<file path="src/rtl/jtag_1149_d10_mstr_rx_flow_ctrl_tracker_pkg.sv">
// Shared definitions for the JTAG 8b/10b rx flow-control tracker:
// flow-control K-characters and the sequence FSM state encoding.
package jtag_1149_d10_mstr_rx_flow_ctrl_tracker_pkg;

    localparam logic [7:0] IDLE_CHAR = 8'hBC;
    localparam logic [7:0] XOFF_CHAR = 8'h7C;
    localparam logic [7:0] XON_CHAR  = 8'h1C;

    typedef enum logic [1:0] {
        HUNT     = 2'd0,
        RUN_XOFF = 2'd1,
        RUN_XON  = 2'd2
    } fc_state_e;

endpackage

</file>
<file path="src/rtl/jtag_1149_d10_mstr_rx_fc_pause_timer.sv">
// Pause timeout counter; exists only when JTAG_D10_FC_TIMEOUT_EN is defined.
// Counts cycles since the pause started and flags the edge at which it reaches tmo_val_i.
`ifdef JTAG_D10_FC_TIMEOUT_EN
module jtag_1149_d10_mstr_rx_fc_pause_timer #(
    parameter int TMO_W = 16
) (
    input  logic             clk,
    input  logic             rst_n,
    input  logic             paused_i,
    input  logic             restart_i,
    input  logic [TMO_W-1:0] tmo_val_i,
    output logic             expire_o
);

    logic [TMO_W-1:0] cnt_q, cnt_d;
    logic [TMO_W-1:0] cnt_inc;

    assign cnt_inc  = cnt_q + {{(TMO_W-1){1'b0}}, 1'b1};
    // A fresh XOFF on the expiry edge keeps the pause, so restart masks expiry.
    assign expire_o = paused_i && !restart_i && (tmo_val_i != '0) && (cnt_inc == tmo_val_i);

    always_comb begin
        cnt_d = cnt_q;
        if (restart_i || !paused_i || expire_o) begin
            cnt_d = '0;
        end else begin
            cnt_d = cnt_inc;
        end
    end

    always_ff @(posedge clk or negedge rst_n) begin
        if (!rst_n) begin
            cnt_q <= '0;
        end else begin
            cnt_q <= cnt_d;
        end
    end

endmodule
`endif

</file>
<file path="src/rtl/jtag_1149_d10_mstr_rx_flow_ctrl_tracker.sv">
// Tracks XOFF/XON K-character runs on the rx path and drives the tx pause level.
// Optional pause timeout is built only when JTAG_D10_FC_TIMEOUT_EN is defined.
module jtag_1149_d10_mstr_rx_flow_ctrl_tracker
    import jtag_1149_d10_mstr_rx_flow_ctrl_tracker_pkg::*;
#(
    parameter int DATA_WIDTH = 8,
    parameter int SEQ_LEN    = 4,
    parameter int TMO_W      = 16
) (
    input  logic                  clk,
    input  logic                  rst_n,
    input  logic [DATA_WIDTH-1:0] decoded_data,
    input  logic                  decoder_k_out,
    input  logic [TMO_W-1:0]      xoff_tmo_val,
    output logic                  xoff_detected,
    output logic                  xon_detected,
    output logic                  tx_paused,
    output logic                  seq_error,
    output logic                  pause_timeout
);

    localparam logic [3:0]            SEQ_LEN_C = 4'(SEQ_LEN);
    localparam logic [DATA_WIDTH-1:0] IDLE_C    = DATA_WIDTH'(IDLE_CHAR);
    localparam logic [DATA_WIDTH-1:0] XOFF_C    = DATA_WIDTH'(XOFF_CHAR);
    localparam logic [DATA_WIDTH-1:0] XON_C     = DATA_WIDTH'(XON_CHAR);

    fc_state_e  state_q, state_d;
    logic [3:0] run_cnt_q, run_cnt_d;
    logic       xoff_d, xon_d, err_d, paused_d, tmo_d;
    logic       xoff_q, xon_q, err_q, paused_q, tmo_q;
    logic       is_idle, is_xoff, is_xon, same_run, expire;

    assign is_idle  = decoder_k_out && (decoded_data == IDLE_C);
    assign is_xoff  = decoder_k_out && (decoded_data == XOFF_C);
    assign is_xon   = decoder_k_out && (decoded_data == XON_C);
    assign same_run = ((state_q == RUN_XOFF) && is_xoff) || ((state_q == RUN_XON) && is_xon);

    always_comb begin
        state_d   = state_q;
        run_cnt_d = run_cnt_q;
        xoff_d    = 1'b0;
        xon_d     = 1'b0;
        err_d     = 1'b0;
        case (state_q)
            HUNT: begin
                run_cnt_d = 4'd0;
                if (is_xoff) begin
                    state_d   = RUN_XOFF;
                    run_cnt_d = 4'd1;
                end else if (is_xon) begin
                    state_d   = RUN_XON;
                    run_cnt_d = 4'd1;
                end
            end
            RUN_XOFF, RUN_XON: begin
                if (same_run) begin
                    if (run_cnt_q < SEQ_LEN_C) begin
                        run_cnt_d = run_cnt_q + 4'd1;
                    end
                end else if (is_idle) begin
                    state_d   = HUNT;
                    run_cnt_d = 4'd0;
                    if (run_cnt_q >= SEQ_LEN_C) begin
                        xoff_d = (state_q == RUN_XOFF);
                        xon_d  = (state_q == RUN_XON);
                    end else begin
                        err_d = 1'b1;
                    end
                end else if (is_xoff || is_xon) begin
                    // Opposite flow char aborts this run and starts the other one.
                    run_cnt_d = 4'd1;
                    err_d     = 1'b1;
                    if (is_xoff) begin
                        state_d = RUN_XOFF;
                    end else begin
                        state_d = RUN_XON;
                    end
                end else begin
                    state_d   = HUNT;
                    run_cnt_d = 4'd0;
                    err_d     = 1'b1;
                end
            end
            default: begin
                state_d   = HUNT;
                run_cnt_d = 4'd0;
            end
        endcase
    end

`ifdef JTAG_D10_FC_TIMEOUT_EN
    jtag_1149_d10_mstr_rx_fc_pause_timer #(
        .TMO_W (TMO_W)
    ) u_pause_timer (
        .clk       (clk),
        .rst_n     (rst_n),
        .paused_i  (paused_q),
        .restart_i (xoff_d),
        .tmo_val_i (xoff_tmo_val),
        .expire_o  (expire)
    );
`else
    logic unused_tmo_val;
    assign unused_tmo_val = ^xoff_tmo_val;
    assign expire         = 1'b0;
`endif

    always_comb begin
        paused_d = paused_q;
        tmo_d    = 1'b0;
        if (xoff_d) begin
            paused_d = 1'b1;
        end else if (xon_d) begin
            paused_d = 1'b0;
        end else if (expire) begin
            paused_d = 1'b0;
            tmo_d    = 1'b1;
        end
    end

    always_ff @(posedge clk or negedge rst_n) begin
        if (!rst_n) begin
            state_q   <= HUNT;
            run_cnt_q <= 4'd0;
            xoff_q    <= 1'b0;
            xon_q     <= 1'b0;
            err_q     <= 1'b0;
            paused_q  <= 1'b0;
            tmo_q     <= 1'b0;
        end else begin
            state_q   <= state_d;
            run_cnt_q <= run_cnt_d;
            xoff_q    <= xoff_d;
            xon_q     <= xon_d;
            err_q     <= err_d;
            paused_q  <= paused_d;
            tmo_q     <= tmo_d;
        end
    end

    assign xoff_detected = xoff_q;
    assign xon_detected  = xon_q;
    assign seq_error     = err_q;
    assign tx_paused     = paused_q;
    assign pause_timeout = tmo_q;

endmodule

</file>
<file path="config.mk">
export PLATFORM = sky130hd
export DESIGN_NAME = jtag_1149_d10_mstr_rx_flow_ctrl_tracker
export DESIGN_NICKNAME = d
export VERILOG_FILES = /design/src/rtl/jtag_1149_d10_mstr_rx_flow_ctrl_tracker_pkg.sv /design/src/rtl/jtag_1149_d10_mstr_rx_fc_pause_timer.sv /design/src/rtl/jtag_1149_d10_mstr_rx_flow_ctrl_tracker.sv
export SDC_FILE = /design/constraint.sdc
export NUM_CORES = 1
export LEC_CHECK = 0
export BUFFER_PORTS_ARGS = -buffer_cell sky130_fd_sc_hd__buf_4
export CAP_MARGIN = 20
export CORE_AREA = 2 2 41 43
export CTS_CLUSTER_SIZE = 14
export DETAILED_ROUTE_END_ITERATION = 16
export DIE_AREA = 0 0 43 45
export GPL_TIMING_DRIVEN = 0
export PLACE_DENSITY = 0.7
export SLEW_MARGIN = 15
export SYNTH_ARGS = -nofsm -noshare
export SYNTH_HDL_FRONTEND = slang
export SYNTH_SLANG_ARGS = --single-unit
</file>
<file path="constraint.sdc">
create_clock -name clk -period 2.2 [get_ports clk]
set_input_delay 0.33 -clock clk [delete_from_list [all_inputs] [get_ports clk]]
set_output_delay 0.33 -clock clk [all_outputs]
set_load 0.005 [all_outputs]
</file>
==> results of run 1 <==
sequential cells by signal (all words and copies together), names as in the netlist:
register	count
seq_error	1
xoff_detected	1
xon_detected	1
state_q	2
tx_paused	1
run_cnt_q	4
layout by cell type, fill, tap and decap left out, types with 2 or more instances in the layout:
| cell | count |
|---|---|
| or2_2 | 2 |
| nor2_1 | 6 |
| inv_1 | 5 |
| o32ai_1 | 3 |
| nand3_1 | 2 |
| clkbuf_4 | 3 |
| o21ai_0 | 3 |
| buf_4 | 15 |
| dfrtp_1 | 10 |
| nand2_1 | 3 |
| and4_1 | 2 |
| ha_1 | 5 |
final cells by class:
| type | count | area (um^2) | share of cell area |
|---|---|---|---|
| Clock buffer | 4 | 36.3 | 0.0471 |
| Multi-Input combinational cell | 45 | 323 | 0.419 |
| Tap cell | 16 | 20.0 | 0.0260 |
| Timing Repair Buffer | 15 | 115 | 0.149 |
| Sequential cell | 10 | 250 | 0.325 |
| Inverter | 5 | 18.8 | 0.0244 |
| Buffer | 1 | 7.51 | 0.00974 |
kinds of logic (layout without fill, tap and decap cells):
group | Yosys count | in the layout | synth area share
adders and majority gates | 5 | 5 | 0.104
and+or+nand+nor | 21 | 21 | 0.198
other | 1 | 1 | 0.00626
muxes | 1 | 1 | 0.0167
xor gates and xnor gates | 1 | 1 | 0.0146
DFF | 10 | 10 | 0.418
buffers and inverters | 6 | 25 | 0.0438
AOI/OAI and AO/OA | 16 | 16 | 0.198
critical path: stages, from the launching register on:
cell and delay, ns:
dfrtp_1 0.40, inv_1 0.12, ha_1 0.17, or3b_1 0.37
a21bo_1 0.22, o31a_1 0.27, o32ai_1 0.12
final timing paths:
kind	startpoint	end	slack, ns	depth (start not counted)
max in group asynchronous	rst_n	state_q[0]	1.63	2
worst max register to register	state_q[0]	state_q[1]	0.44	6
worst max-delay path	state_q[0]	state_q[1]	0.44	6
worst min-delay path	decoded_data[6]	state_q[0]	0.38	3
min in group asynchronous	rst_n	xoff_detected	0.42	2
worst min register to register	tx_paused	tx_paused	0.54	2
Yosys cell counts, drive strengths merged:
cell type	count	area share
or3b	1	0.015
a31oi	1	0.010
nand2	3	0.019
nand4bb	1	0.019
nand3	2	0.017
or2	2	0.021
nor2	6	0.038
and4	2	0.029
a21o	1	0.013
and2	1	0.010
o21ai	3	0.025
ha	5	0.10
inv	5	0.031
o32ai	3	0.044
o211ai	1	0.013
nand2b	1	0.010
o41ai	1	0.015
a21boi	1	0.013
buf	1	0.013
a221oi	1	0.015
conb	1	0.0063
a21bo	1	0.017
dfrtp	10	0.42
xor2	1	0.015
mux2i	1	0.017
nor3	1	0.0083
a21oi	1	0.0083
nand3b	1	0.013
o31a	1	0.015
o21bai	1	0.013
stage by stage:
stage	power (mW)	instance area, um^2	std cells
after global routing	0.452	771	96
after floorplan	0.233	599	61
after detailed placement	0.265	724	91
after CTS	0.432	771	96
after global placement	0.264	724	91
final	0.427	771	96
report_power, final:
part	internal, mW	switching, mW
Clock	0.100	0.0642
Sequential	0.190	0.00328
Combinational	0.0368	0.0328
layer usage:
metal,up-vias,routed length (um)
met2,18,485
met4,0,29
met3,4,74
met5,-,0
met1,252,539
li1,255,-
==> flow_summary.yaml, run 1 <==
die:
  initial_utilization: 0.407
  dieArea_um2: 1940
  die_h_um: 45
  rows: 14
  fp.coreArea_um2: 1470
  ios: 32
  die_w_um: 43
clock_network:
  cts_htree_levels: 1
  cts_buffers: 3
  ctsResizeCount: 0
  cts.clk_slew.worst_paths_ns: 0.06
  cts_root_buffer: "clkbuf_4"
  clock_latency_ns: 0.27
  tritoncts: "built"
  post_cts_buffers: 0
  clockBufferDepth: 2
  clock-sinks: 10
  ctsHoldBuffers: 1
grt:
  grt_pass1_vias: 476
  antenna_found_initial: 0
  grt_most_used_layer: "met2"
  use_met1: 0.170
  use_met3: 0.0400
  met2_usage: 0.212
  grt_max_degree: 11
  overflow: 0
  grtUsageTotal: 0.138
  grt_pass1_wl_um: 1940
synth:
  ys_seq_area_frac: 0.418
  synthDistinctLibCells: 30
  avgSynthCellArea_um2: 9.83
  syn-num-nets: 93
  syn-cell-area_um2: 599
  ys_ff_latch: 10
  yosys_warnings: 0
  syn_inst: 61
sta:
  hold_ws_ns: 0.376
  fin_setup_tns_ns: 0
  setup_viol: 0
  max_freq_mhz: 568
  finalCriticalPeriod_ns: 1.76
  clock_skew_ns: 0.00720
  rsz0062_at_grt: "no"
  worst_slack_ns: 0.440
  maxSlewViolCount: 0
  period_share: 0.800
  final-hold-violation-count: 0
detailed_routing:
  wire_per_inst_um: 11.8
  via_per_inst: 5.51
  drc: 0
  dr.first_iter.drc_count: 13
  num_vias: 529
  wl_um: 1130
  dr.pass1.iters: 4
  route.antenna.remaining_nets: 0
worst_setup_path:
  cp-end-kind: "register"
  required_ns: 2.36
  path_max_fanout: 4
  cp_data_arrival_time_ns: 1.92
  path_class: "register to register"
  worstSetupStartpointType: "register"
layout:
  syn_to_final_growth_pct: 28.6
  drive_gt1_frac: 0.263
  nets: 113
  filler_cell_count: 137
  diodes: 0
  final_core_util: 0.524
placed_design:
  place_ws_ns: 0.445
  dp_hpwl_um: 886
  io_buffers: 14
  gp_congestion: 0.750
power_and_ir_drop:
  power_density_nw_per_um2: 554
  p_leak_nw: 0.356
  peakVddDrop_uv: 382
run:
  drv_cap: 0
run_status:
  status: "completed"
min_path:
  min_path_type: "input pin to register"
No activity file was read; power rests on OpenSTA's default activity.
==> inputs of run 2 (changes only) <==
- clock period: 2.2 -> 1.72 ns (I/O delays scaled with it)
==> run 2 against run 1 <==
- worst setup slack lost 0.47 ns
- largest power group unchanged
- critical endpoint is now run_cnt_q[0]
- the flow now finishes with violations (negative setup slack)
- combinational power grew 64%
- non-clock buffer count grew 4
- via count grew 3.4%
- highest routed layer unchanged
- flip-flop and latch count is the same
==> flow_summary.yaml, run 2 (same netlist as run 1, synthesis figures left out) <==
sta:
  worst_slack_ns: -0.0321
  period_share: 1.02
  rsz0062_at_grt: "yes"
  clock_skew_ns: 0.00441
  fin_setup_tns_ns: -0.0321
  maxSlewViolCount: 0
  finalCriticalPeriod_ns: 1.75
  final-hold-violation-count: 0
  max_freq_mhz: 571
  setup_viol: 1
  hold_ws_ns: 0.327
power_and_ir_drop:
  p_leak_nw: 0.390
  power_density_nw_per_um2: 668
  peakVddDrop_uv: 499
clock_network:
  clock_latency_ns: 0.26
  tritoncts: "built"
  cts_root_buffer: "clkbuf_4"
  cts_buffers: 3
  cts.clk_slew.worst_paths_ns: 0.07
  cts_htree_levels: 1
  clock-sinks: 10
  clockBufferDepth: 2
die:
  ios: 32
  rows: 14
  dieArea_um2: 1940
  die_h_um: 45
  initial_utilization: 0.407
  fp.coreArea_um2: 1470
  die_w_um: 43
detailed_routing:
  route.antenna.remaining_nets: 0
  wire_per_inst_um: 12.3
  num_vias: 547
  dr.first_iter.drc_count: 11
  wl_um: 1230
  drc: 0
  via_per_inst: 5.47
  dr.pass1.iters: 5
layout:
  mostFrequentLayoutCell: "buf_4"
  fin_cells: 100
  final_core_util: 0.578
  most-common-layout-cells: "buf_4 (18), dfrtp_1 (10), nor2_1 (6), inv_1 (4)"
  syn_to_final_growth_pct: 42.0
  top_register: "run_cnt_q"
  reg.largest.list: "run_cnt_q: 4 flops, state_q: 2 flops"
  filler_cell_count: 129
  nets: 117
  diodes: 0
  drive_gt1_frac: 0.393
  largest_reg_flops: 4
min_path:
  min_path_type: "input pin to register"
grt:
  grt_pass1_wl_um: 2120
  grt_max_degree: 11
  overflow: 0
  grt_pass1_vias: 501
  antenna_found_initial: 0
  grtUsageTotal: 0.150
worst_setup_path:
  worstSetupStartpointType: "register"
  cp-end-kind: "register"
  cp_data_arrival_time_ns: 1.89
  path_class: "register to register"
  path_max_fanout: 4
  required_ns: 1.86
run_status:
  violations: "negative setup slack"
  status: "complete, but fails checks"
placed_design:
  gp_congestion: 0.750
  place_inst: 91
  place_ws_ns: -0.0350
  dp_hpwl_um: 886
  io_buffers: 14
run:
  drv_cap: 0
==> run 2: cell types whose count changed in the layout (fill, tap and decap cells not counted), sizes merged <==
cell	change
buf	+4
==> run 2: worst max-delay path, cell delays in order, from the launching register on <==
cell      delay (ns)
dfrtp_1         0.40
inv_2           0.08
ha_4            0.12
or3b_4          0.38
a21bo_4         0.24
buf_6           0.11
o211ai_1        0.19
o32ai_2         0.12
==> run 2: worst paths after layout <==
kind	start	end	slack, ns	depth (start not counted)
worst max-delay path	state_q[0]	run_cnt_q[0]	-0.03	7
max in group asynchronous	rst_n	state_q[0]	1.22	2
worst min-delay path	decoded_data[6]	state_q[0]	0.33	3
worst min register to register	tx_paused	tx_paused	0.54	2
worst max register to register	state_q[0]	run_cnt_q[0]	-0.03	7
min in group asynchronous	rst_n	xoff_detected	0.36	2
==> run 2: what timing repair did <==
action / CTS / global route
hold endpoints to repair: 10 / 0
hold buffers: 1 / 0
gates resized for setup: 4 / 6
setup buffers: 3 / 1
cloned: 0 / 0
pin swaps: 5 / 5
setup endpoints to repair: 3 / 6
==> run 2: report_power, final <==
part | switching (mW) | internal (mW)
Combinational | 0.0529 | 0.0612
Sequential | 0.00537 | 0.243
Clock | 0.0778 | 0.128
==> run 2: per-layer routing <==
metal  up-vias  track usage  wire length, um
li1        267            -                -
met1       252        0.188              522
met2        26        0.233              585
met3         2       0.0400              102
met4         0       0.0909               20
met5         -            0                0
==> run 2: area by class of cell <==
cell class | count | area, um^2 | share of cell area
buffer | 1 | 7.51 | 0.00882
clock buffer | 4 | 36.3 | 0.0426
tap | 16 | 20.0 | 0.0235
inverter | 5 | 18.8 | 0.0221
timing repair buffer | 19 | 149 | 0.175
multi-input combinational | 45 | 369 | 0.434
sequential | 10 | 250 | 0.294
==> run 2: through the flow <==
| step | total power [mW] | instance area, um^2 |
|---|---|---|
| after floorplan | 0.297 | 599 |
| after global placement | 0.338 | 724 |
| after detailed placement | 0.339 | 724 |
| after CTS | 0.565 | 811 |
| after global routing | 0.602 | 851 |
| final | 0.568 | 851 |
